==> src/rtl/reset_pkg.sv <==
// reset_pkg: shared types and helpers for the clock/reset bring-up blocks
package reset_pkg;
    typedef enum logic [2:0] {PLL_RST, WAIT_LOCK, FILTER, LOCKED, FAIL} pll_mon_state_t;

    function automatic int max_int(input int a, input int b);
        return a > b ? a : b;
    endfunction
endpackage

==> src/rtl/bit_sync.sv <==
// bit_sync: STAGES-deep flop chain bringing an asynchronous bit into the clk domain
module bit_sync #(
    parameter int STAGES = 2
) (
    input  logic clk,
    input  logic rst,
    input  logic d,
    output logic q
);
    logic [STAGES-1:0] ff;

    always_ff @(posedge clk)
        ff <= rst ? '0 : ((ff << 1) | STAGES'(d));

    assign q = ff[STAGES-1];
endmodule

==> src/rtl/pll_lock_monitor.sv <==
// pll_lock_monitor: PLL reset/retry control and debounced lock for the reset sequencer
module pll_lock_monitor
    import reset_pkg::*;
#(
    parameter int LOCK_FILTER    = 64,
    parameter int PLL_RST_CYCLES = 16,
    parameter int LOCK_TIMEOUT   = 4096,
    parameter int MAX_RETRY      = 7,
    localparam int RW            = max_int(1, $clog2(MAX_RETRY + 1))
) (
    input  logic          clk,
    input  logic          sync_reset,
    input  logic          pll_locked_raw,
    input  logic          ext_reset_req,
    output logic          pll_reset,
    output logic          pll_locked,
    output logic          system_reset_req,
    output logic          lock_lost,
    output logic [RW-1:0] retry_count,
    output logic          fail
);
    localparam int CW = max_int(1, $clog2(max_int(LOCK_FILTER, max_int(PLL_RST_CYCLES, LOCK_TIMEOUT))));

    pll_mon_state_t state, state_n;
    logic [CW-1:0]  cnt;
    logic           lock_s;
    logic           retry_inc;

    bit_sync #(.STAGES(2)) u_sync (
        .clk (clk),
        .rst (sync_reset),
        .d   (pll_locked_raw),
        .q   (lock_s)
    );

    // A lock seen on the timeout cycle takes priority over the retry
    always_comb begin
        state_n   = state;
        retry_inc = 1'b0;
        case (state)
            PLL_RST:   if (cnt == CW'(PLL_RST_CYCLES - 1)) state_n = WAIT_LOCK;
            WAIT_LOCK: begin
                if (lock_s) state_n = FILTER;
                else if (cnt == CW'(LOCK_TIMEOUT - 1)) begin
                    retry_inc = retry_count != RW'(MAX_RETRY);
                    state_n   = retry_inc ? PLL_RST : FAIL;
                end
            end
            FILTER:    state_n = !lock_s ? WAIT_LOCK : (cnt == CW'(LOCK_FILTER - 1)) ? LOCKED : FILTER;
            LOCKED:    state_n = lock_s ? LOCKED : PLL_RST;
            default:   state_n = FAIL;
        endcase
    end

    // Outputs are decoded from the next state so they line up with the state register
    always_ff @(posedge clk) begin
        if (sync_reset) begin
            state            <= PLL_RST;
            cnt              <= '0;
            pll_reset        <= 1'b1;
            pll_locked       <= 1'b0;
            system_reset_req <= 1'b1;
            lock_lost        <= 1'b0;
            retry_count      <= '0;
            fail             <= 1'b0;
        end else begin
            state            <= state_n;
            cnt              <= state_n != state ? '0 : cnt + 1'b1;
            pll_reset        <= state_n == PLL_RST || state_n == FAIL;
            pll_locked       <= state_n == LOCKED;
            system_reset_req <= state_n != LOCKED || ext_reset_req;
            lock_lost        <= lock_lost || (state == LOCKED && state_n == PLL_RST);
            retry_count      <= state_n == LOCKED ? '0 : retry_count + RW'(retry_inc);
            fail             <= fail || state_n == FAIL;
        end
    end
endmodule
==> config.mk <==
export PLATFORM = sky130hd
export DESIGN_NAME = pll_lock_monitor
export DESIGN_NICKNAME = d
export VERILOG_FILES = /design/src/rtl/reset_pkg.sv /design/src/rtl/bit_sync.sv /design/src/rtl/pll_lock_monitor.sv
export SDC_FILE = /design/constraint.sdc
export NUM_CORES = 1
export LEC_CHECK = 0
export ABC_AREA = 0
export CAP_MARGIN = 30
export CELL_PAD_IN_SITES_DETAIL_PLACEMENT = 0
export CELL_PAD_IN_SITES_GLOBAL_PLACEMENT = 1
export CORE_MARGIN = 4
export CORE_UTILIZATION = 42
export CTS_CLUSTER_SIZE = 28
export DETAILED_ROUTE_END_ITERATION = 8
export GPL_TIMING_DRIVEN = 1
export PLACE_DENSITY = 0.75
export SYNTH_ARGS = -nofsm -noshare
export SYNTH_HDL_FRONTEND = slang
export SYNTH_SLANG_ARGS = --single-unit
==> constraint.sdc <==
create_clock -name clk -period 2.4 [get_ports clk]
set_clock_uncertainty 0.05 [all_clocks]
set_input_delay 0.24 -clock clk [delete_from_list [all_inputs] [get_ports clk]]
set_output_delay 0.24 -clock clk [all_outputs]
set_load 0.005 [all_outputs]
==> metrics.md <==
| Metric | Value |
|---|---|
| Setup Crit Path Kind | `reg2reg` |
| PostCTS Resize Cnt | `0` |
| # rows | `18` |
| Wire per inst | `12.27 um` |
| Final setup violation count | `0` |
| Static Leak | `0.4362 nW` |
| Register bit count reported by yosys | `25` |
| Initial antenna violation count | `0` |
| Setup slack, reg-to-reg | `350 ps` |
| Antenna diodes | `0` |
| Overall Power | `636.4 uW` |
| Setup_tns | `0 ps` |
| Nets | `135` |
| Crit path launch type | `flop` |
| Starting DRT DRC Count | `29` |
| Syn Nets | `120` |
| Remaining DRCs | `0` |
| Post-layout minimum cycle time | `2045 ps` |
| RSZ-0062 raised after global routing | `no` |
| Final Hold Fails | `0` |
| Measured slew at the worst slew-check pin | `361.7 ps` |
| Top FF cell, synth | `dfxtp_1` |
| CTS Hold Bufs | `0` |
| Total wire length | `1927 um` |
| Vias in the first global route | `809` |
| Seq/Total Area, Yosys | `45.20%` |
| Skew-Pair Late Insertion Delay | `310 ps` |
| Largest net degree at the start of global routing | `15` |
| Leading area contributor after synthesis | `dfxtp_1` |
| Period utilization | `85.22%` |
| Fin area | `1279 um^2` |
| Via count | `837` |
| Syn Std Cell Area | `1107 um^2` |
| Top-count cell post-synth | `dfxtp_1` |
| Cell variety after synth | `35` |
| Clock Tree Buf Depth | `2` |
| Fin cells | `157` |
| Final global-route overflow total | `0` |
| Total of max-cap violations | `0` |
| Power per cell area | `497.6 nW/um^2` |
| Port bufs | `11` |
| Post-Syn Instances | `113` |
| WP data arrival | `2200 ps` |
| Slew margin rel. | `75.84%` |
| Ports | `12` |
| Largest fanout on the critical path | `12` |
| Die X | `59.35 um` |
| Number of antenna-violating nets in the routed design | `0` |
| Status | `completed` |
| Layout cells sized above 1 | `16.54%` |
| Slew Viols, Final | `0` |
| Die height | `59.35 um` |
| Buffers inserted by post-CTS timing repair | `0` |
| Placer's final routability congestion estimate | `0.7621` |
| Detailed Routing Iterations Pass 1 | `4` |
| Placed cells | `153` |
| Clk sinks | `25` |
| Number of enable flip-flop cells after synthesis | `0` |
| Highest Clock Rate | `488.9 MHz` |
| Hold WC Path Type | `reg2reg` |
| Post-route setup slack | `354.7 ps` |
| Core box area | `2500 um^2` |
| Area grow syn2layout | `15.48%` |
| HPWL after DPL | `1424 um` |
| Initial core utilization | `44.29%` |
| First-pass GRT wire length | `3553 um` |
| Yosys top cell area share | `45.20%` |
| Avg Inst Size Synth | `9.799 um^2` |
| TritonCTS buffer count | `3` |
| Post-DP Area | `1252 um^2` |
| Hold_ws | `407.8 ps` |
| Synth warnings | `0` |
| Async S/R FF share, synth | `0%` |
| Vias per cell | `5.331` |
| GRT Resource Usage Total | `13.12%` |
| Max VDD drop | `281.1 uV` |
| Setup WS pre-CTS | `345.6 ps` |
| Worst EP required | `2550 ps` |
| CP Capture Type | `flop` |
| Die area | `3522 um^2` |
| H-tree Lvls | `1` |
| CTS tree | `built` |
| Root Driver | `clkbuf_4` |
| Top area cells in the synthesized netlist | `dfxtp_1 45%, a21oi_2 7.9%, xnor2_1 4.7%` |
| Clk slew on worst S/H paths | `130 ps` |
| Leading cell types by count after synthesis | `25 x dfxtp_1, 10 x a21oi_2, 10 x nand3_1, 8 x nor2_1` |
| Final core utilization | `51.15%` |
==> flip-flops by register name, indices dropped and copies added, names as in the netlist <==
| register | cells |
|---|---|
| cnt | 12 |
| retry_count | 3 |
| state | 3 |
| u_sync.ff | 2 |
| fail | 1 |
| lock_lost | 1 |
| pll_locked | 1 |
| pll_reset | 1 |
| system_reset_req | 1 |
==> placed cells by master, fill, tap and decap left out <==
cell	instances
a211o_1	1
and3_1	2
a21o_1	1
clkdlybuf4s50_1	11
nand3_1	10
dfxtp_1	25
o22a_1	1
buf_4	3
xor2_1	6
ha_1	3
a211oi_1	1
or3_4	1
nor2b_1	3
clkbuf_1	1
a21oi_1	3
clkbuf_4	3
a21boi_0	1
nand2b_2	1
a21oi_2	10
nor3_1	4
xnor2_1	6
nand3b_1	1
or4_4	1
nand4_1	3
nand2b_1	2
nor4_1	3
nand2_1	1
o21bai_1	1
or2_2	1
a31oi_1	1
nor3b_1	2
nor2_1	8
and3b_1	1
a41oi_1	1
inv_1	3
and2_4	1
==> worst max-delay path, stage by stage, from the launching register on <==
cell	delay (ps)
dfxtp_1	410
ha_1	210
nand3_1	110
or2_2	350
nor4_1	330
a211o_1	150
buf_4	220
a21boi_0	110
==> cell type report <==
type	instances	area [um^2]
multi-input combinational	81	570.5
sequential	25	500.5
fill	238	1221
tap	30	37.54
clock buffer	4	26.28
inverter	3	11.26
timing repair buffer	14	132.6
==> power by group <==
| group | total (mW) | switching (mW) | internal (mW) |
|---|---|---|---|
| registers | 0.426 | 0.00517 | 0.421 |
| clock network | 0.181 | 0.117 | 0.0648 |
| logic | 0.0287 | 0.0143 | 0.0144 |
==> path summary, 6_finish.rpt <==
path / from / to / cells after the start
setup reg to reg: cnt[0] / cnt[1] / 7
hold reg to reg: fail / fail / 2
hold / removal: fail / fail / 2
setup / recovery: cnt[0] / cnt[1] / 7
==> kinds of logic after synthesis <==
kind of cell	count (synthesis)	share of synthesized area [%]
flops	25	45.20
xor+xnor	12	9.491
fa+ha+maj	3	3.390
simple gates	45	23.73
compound gates	21	14.92
buf+inv	7	3.276
==> per-layer routing <==
layer  up-vias  global-route usage [%]  part of all wire [%]
li1        429                       -                     -
met1       394                   18.23                    54
met2        10                   19.50                    42
met3         4                   2.614                   3.1
met4         0                   5.825                   1.3
met5         -                       0                     0
Note: power is estimated with default switching activity, not from simulation.
